$ cat config.mk
export PLATFORM = sky130hd
export DESIGN_NAME = mulchan_wr_arbiter
export DESIGN_NICKNAME = d
export VERILOG_FILES = /design/src/rtl/mulchan_wr_arbiter_pkg.sv /design/src/rtl/mulchan_wr_arbiter_rr_pick.sv /design/src/rtl/mulchan_wr_arbiter.sv
export SDC_FILE = /design/constraint.sdc
export NUM_CORES = 1
export LEC_CHECK = 0
export CORE_AREA = 4 4 203 205
export DETAILED_ROUTE_END_ITERATION = 10
export DIE_AREA = 0 0 207 209
export HOLD_SLACK_MARGIN = 0.05
export REMOVE_ABC_BUFFERS = 1
export SETUP_SLACK_MARGIN = 0.02
export SLEW_MARGIN = 40
export SYNTH_ARGS = -nofsm -noshare
export SYNTH_HDL_FRONTEND = slang
export SYNTH_SLANG_ARGS = --single-unit
$ cat constraint.sdc
create_clock -name clk -period 2.2 [get_ports clk]
set_input_delay 0.33 -clock clk [delete_from_list [all_inputs] [get_ports clk]]
set_output_delay 0.33 -clock clk [all_outputs]
set_load 0.005 [all_outputs]
$ cat src/rtl/mulchan_wr_arbiter_pkg.sv
// Shared types and constants for the multi-channel AXI write arbiter.
package mulchan_wr_arbiter_pkg;

   localparam int unsigned ADDR_W = 30;
   localparam int unsigned LEN_W  = 8;

   typedef enum logic [1:0] {
      ST_IDLE  = 2'd0,
      ST_ARB   = 2'd1,
      ST_START = 2'd2,
      ST_WAIT  = 2'd3
   } arb_state_e;

   // Burst command handed to the AXI write master.
   typedef struct packed {
      logic [ADDR_W-1:0] addr;
      logic [LEN_W-1:0]  len;
   } burst_cmd_t;

endpackage

$ cat src/rtl/mulchan_wr_arbiter_rr_pick.sv
// Combinational round-robin selector: first requester at or after ptr, wrapping modulo CH_NUM.
module mulchan_wr_arbiter_rr_pick #(
   parameter int unsigned CH_NUM   = 4,
   parameter int unsigned CH_IDX_W = 2
) (
   input  logic [CH_NUM-1:0]   req,
   input  logic [CH_IDX_W-1:0] ptr,
   output logic [CH_NUM-1:0]   onehot_c,
   output logic [CH_IDX_W-1:0] idx_c,
   output logic                valid_c
);

   int unsigned          pos;
   logic [CH_IDX_W-1:0]  k;

   always_comb begin
      onehot_c = '0;
      idx_c    = '0;
      valid_c  = 1'b0;
      pos      = 0;
      k        = '0;
      for (int unsigned i = 0; i < CH_NUM; i++) begin
         pos = 32'(ptr) + i;
         if (pos >= CH_NUM) pos = pos - CH_NUM;
         k = CH_IDX_W'(pos);
         if (!valid_c && req[k]) begin
            valid_c     = 1'b1;
            idx_c       = k;
            onehot_c[k] = 1'b1;
         end
      end
   end

endmodule

$ cat src/rtl/mulchan_wr_arbiter.sv
// Round-robin arbiter sharing one AXI write master among CH_NUM write channels.
module mulchan_wr_arbiter
   import mulchan_wr_arbiter_pkg::*;
#(
   parameter int unsigned CH_NUM    = 4,
   parameter int unsigned CH_IDX_W  = 2,
   parameter int unsigned AXI_WIDTH = 64
) (
   input  logic                        clk,
   input  logic                        rst_n,
   input  logic [CH_NUM-1:0]           wr_req,
   input  logic [CH_NUM*ADDR_W-1:0]    wr_addr_bus,
   input  logic [CH_NUM*LEN_W-1:0]     wr_len_bus,
   input  logic [CH_NUM*AXI_WIDTH-1:0] wr_data_bus,
   output logic [CH_NUM-1:0]           wr_grant,
   input  logic                        axi_wr_ready,
   input  logic                        axi_wr_done,
   output logic                        axi_wr_start,
   output logic [ADDR_W-1:0]           axi_wr_addr,
   output logic [LEN_W-1:0]            axi_wr_len,
   output logic [AXI_WIDTH-1:0]        axi_wr_data
);

   // Async assert, synchronous release of the internal reset.
   logic [1:0] rst_sync_q;
   logic       rst_sync_n;

   always_ff @(posedge clk or negedge rst_n) begin
      if (!rst_n) rst_sync_q <= '0;
      else        rst_sync_q <= {rst_sync_q[0], 1'b1};
   end

   assign rst_sync_n = rst_sync_q[1];

   arb_state_e          state_q, state_d;
   logic [CH_NUM-1:0]   grant_q, grant_d;
   logic                start_q, start_d;
   burst_cmd_t          cmd_q, cmd_d;
   logic [CH_IDX_W-1:0] rr_ptr, ptr_d;
   logic [CH_IDX_W-1:0] win_q, win_d;

   logic [CH_NUM-1:0]   pick_onehot_c;
   logic [CH_IDX_W-1:0] pick_idx_c;
   logic                pick_valid_c;
   burst_cmd_t          pick_cmd_c;

   mulchan_wr_arbiter_rr_pick #(
      .CH_NUM   (CH_NUM),
      .CH_IDX_W (CH_IDX_W)
   ) u_rr_pick (
      .req      (wr_req),
      .ptr      (rr_ptr),
      .onehot_c (pick_onehot_c),
      .idx_c    (pick_idx_c),
      .valid_c  (pick_valid_c)
   );

   always_comb begin
      pick_cmd_c.addr = wr_addr_bus[32'(pick_idx_c)*ADDR_W +: ADDR_W];
      pick_cmd_c.len  = wr_len_bus[32'(pick_idx_c)*LEN_W +: LEN_W];
   end

   // Next-state and registered-output values.
   always_comb begin
      state_d = state_q;
      grant_d = grant_q;
      start_d = 1'b0;
      cmd_d   = cmd_q;
      ptr_d   = rr_ptr;
      win_d   = win_q;
      case (state_q)
         ST_IDLE: begin
            if (|wr_req && axi_wr_ready) state_d = ST_ARB;
         end
         ST_ARB: begin
            if (pick_valid_c) begin
               state_d = ST_START;
               grant_d = pick_onehot_c;
               cmd_d   = pick_cmd_c;
               win_d   = pick_idx_c;
               start_d = 1'b1;
            end else begin
               state_d = ST_IDLE;
            end
         end
         ST_START: begin
            state_d = ST_WAIT;
         end
         ST_WAIT: begin
            if (axi_wr_done) begin
               state_d = ST_IDLE;
               grant_d = '0;
               ptr_d   = (win_q == CH_IDX_W'(CH_NUM - 1)) ? '0 : win_q + CH_IDX_W'(1);
            end
         end
         default: begin
            state_d = ST_IDLE;
         end
      endcase
   end

   always_ff @(posedge clk or negedge rst_sync_n) begin
      if (!rst_sync_n) begin
         state_q <= ST_IDLE;
         grant_q <= '0;
         start_q <= 1'b0;
         cmd_q   <= '0;
         rr_ptr  <= '0;
         win_q   <= '0;
      end else begin
         state_q <= state_d;
         grant_q <= grant_d;
         start_q <= start_d;
         cmd_q   <= cmd_d;
         rr_ptr  <= ptr_d;
         win_q   <= win_d;
      end
   end

   assign wr_grant     = grant_q;
   assign axi_wr_start = start_q;
   assign axi_wr_addr  = cmd_q.addr;
   assign axi_wr_len   = cmd_q.len;

   // Zero-latency FIFO data path from the granted channel; zero when idle.
   always_comb begin
      axi_wr_data = '0;
      for (int unsigned i = 0; i < CH_NUM; i++) begin
         if (grant_q[i]) axi_wr_data = axi_wr_data | wr_data_bus[i*AXI_WIDTH +: AXI_WIDTH];
      end
   end

endmodule

==> results.cfg <==
[critical_path]
crit_buf_inv = 3
critPathArrivalTime_ns = 2.54
critPathRequiredTime_ns = 2.37
cp_top_family = compound AO/OA/AOI/OAI gates
crit_path_end_kind = flop
crit_type = flop to flop
slowest_delay_ns = 0.34
critPathMaxFanout = 21
cp_slowest_cell = dfrtp_1
crit_path_start_kind = flop
crit_chain = inv_1 -> ha_4 -> nor2_1 -> or3_1 -> a22o_1 -> o2bb2ai_4 -> buf_6 -> buf_12 -> mux2i_1 -> o221ai_2

[die]
initial_utilization = 0.121
core_area_sq_um = 39500
dieArea_sq_um = 43300
ios = 523
die_w_um = 207
rows = 73
die_h_um = 209

[clock_tree]
htreeDepth = 2
root_buffer = clkbuf_16
clk_pin_slew_worst_paths_ns = 0.08
clockBufferDepth = 2
postCtsHoldBufs = 0
insertion_delay_ns = 0.30
cts_inserted_buffers = 5
cts_tree = done
clock-sinks = 51

[place]
hpwl_mm = 29.3
gp_congestion = 0.970
placed_area_sq_um = 11000
dp.cells = 1601
io_buffers = 522

[sta]
rsz0062_at_grt = yes
fmax_mhz = 423
finalCriticalPeriod_ns = 2.36
setup_ws_ns = -0.165
clock_skew_ns = 0.0107
setup_viol = 41
hold_viol_final = 0
finalSetupTns_ns = -4.72
fin_crit_sh = 1.07
finalMaxSlewViolations = 0

[synthesis]
synth_cell_types = 43
syn_area_sq_um = 4780
synth_area_leaders = dfrtp_1 (27%), a22oi_1 (21%), mux2i_1 (16%), nand2_1 (9.4%), o221ai_2 (6.3%)
yosys-top-cells-count = a22oi_1 (132), nand2_1 (120), mux2i_1 (76), dfrtp_1 (51), clkbuf_1 (23)
synthMostInstantiatedCell = a22oi_1
async_flop_share = 1.00
synth_edf_count = 0
synth_cells = 545
yosysSeqAreaShare = 0.267
synth_flop_cell = dfrtp_1
yosysTopAreaCell = dfrtp_1
yosysTopAreaCellShare = 0.267
syn_area_per_cell_sq_um = 8.78
ys_ff_latch = 51
yosysWarnings = 0

[routing]
drt_iter0_markers = 445
viasPerCell = 4.24
dr.pass1.iters = 5
wl_per_cell_um = 22.4
ant_nets = 0
drt-total-wl_mm = 36.6
num_vias = 6923
drcViolationCount = 0

[status]
violations = setup timing
status = complete, but fails checks

[power]
power_mw = 12.2
p_leak_nw = 5.11
ir_drop_mv = 0.466
p_per_area_nw_per_um2 = 1030

[cells_and_area]
fin_cells = 1633
fin_area_sq_um = 11800
finalCoreUtilization = 0.300
area_growth_pct = 147
drive_gt1_frac = 0.176
layout.nets = 1531

[global_route]
grt_pass1_vias = 7428
grt_use_total = 0.155
grt_pass1_wl_mm = 51.0
grt_max_degree = 43
antenna_found_initial = 5
grt-ovfl-total = 0

[min_path]
worstHoldPathType = flop to asynchronous set/reset pin

[job]
maxCapViolCount = 0
## what timing repair did
action / CTS / global route
pin swaps: 7 / 1
resized for setup: 110 / 31
gates cloned: 3 / 4
setup buffers: 15 / 1
endpoints found under the setup margin: 107 / 53
## placed cells by master, fill, tap and decap left out, types with 5 or more instances in the layout
cell type,synthesis,routed
nor2_1,9,9
a221oi_2,0,5
mux2i_1,76,55
ha_1,9,8
dlymetal6s2s_1,0,7
clkdlybuf4s50_1,0,461
nand2_1,120,119
clkbuf_16,0,8
buf_6,8,6
a22oi_2,0,25
o221ai_1,18,11
dlygate4sd2_1,0,50
buf_12,0,14
mux2i_2,0,19
dfrtp_1,51,46
buf_4,2,62
o221ai_2,20,27
a22oi_1,132,107
o21ai_1,2,6
## flip-flops by register name, summed over array words and instances, names as in the netlist, named ones only
register	flops
rr_ptr	2
rst_sync_q	2
win_q	2
axi_wr_start	1
axi_wr_len	8
state_q	1
wr_grant	4
axi_wr_addr	30
## kinds of logic (layout without fill, tap and decap cells)
| kind of cell | Yosys count | count (layout) | synth area share |
|---|---|---|---|
| buffers and inverters | 60 | 622 | 0.0643 |
| DFF | 51 | 51 | 0.267 |
| and+or+nand+nor | 146 | 146 | 0.125 |
| adders and majority gates | 9 | 9 | 0.0235 |
| other | 1 | 2 | 0.000784 |
| muxes | 82 | 82 | 0.179 |
| AOI/OAI and AO/OA | 196 | 196 | 0.341 |
## area by class of cell
cell class	count	area, sq um
clock buffer	6	139
tap	525	657
inverter	4	15.0
sequential	51	1280
clock inverter	2	35.0
multi-input combinational	434	3530
antenna	1	2.50
fill	4180	27600
timing repair buffer	610	6160
## where the power goes
| part | leakage [nW] | switching, mW | internal [mW] |
|---|---|---|---|
| Combinational | 4.39 | 4.38 | 5.20 |
| Clock | 0.0869 | 0.386 | 0.568 |
| Sequential | 0.628 | 0.305 | 1.39 |
## metal layers
metal	part of all wire	up-vias	GRT usage
met5	0.00030	-	0
met4	0.010	2	0.0228
met3	0.079	24	0.0489
met1	0.39	3296	0.182
li1	-	3229	-
met2	0.52	372	0.282
## final timing paths
kind	startpoint	endpoint	cells past startpoint	slack, ns
max	rr_ptr[1]$_DFFE_PN0P_	axi_wr_addr[23]$_DFFE_PN0P_	10	-0.16
min	rst_sync_q[1]$_DFF_PN0_	axi_wr_addr[10]$_DFFE_PN0P_	0	0.13
max reg2reg	rr_ptr[1]$_DFFE_PN0P_	axi_wr_addr[23]$_DFFE_PN0P_	10	-0.16
min reg2reg	rst_sync_q[1]$_DFF_PN0_	axi_wr_addr[10]$_DFFE_PN0P_	0	0.13
max in group asynchronous	rst_sync_q[1]$_DFF_PN0_	wr_grant[0]$_DFFE_PN0P_	1	1.50
min in group clk	rst_sync_q[0]$_DFF_PN0_	rst_sync_q[1]$_DFF_PN0_	0	0.36
## metrics by stage
stage | worst slack, ns | hold slack, ns
final | -0.165 | 0.133
after global routing | -0.274 | 0.154
after CTS | -0.181 | 0.141
after detailed placement | -0.427 | 0.144
after global placement | -0.358 | 0.144
after floorplan | -2.95 | 0.0344
(Power assumes the default switching activity.)
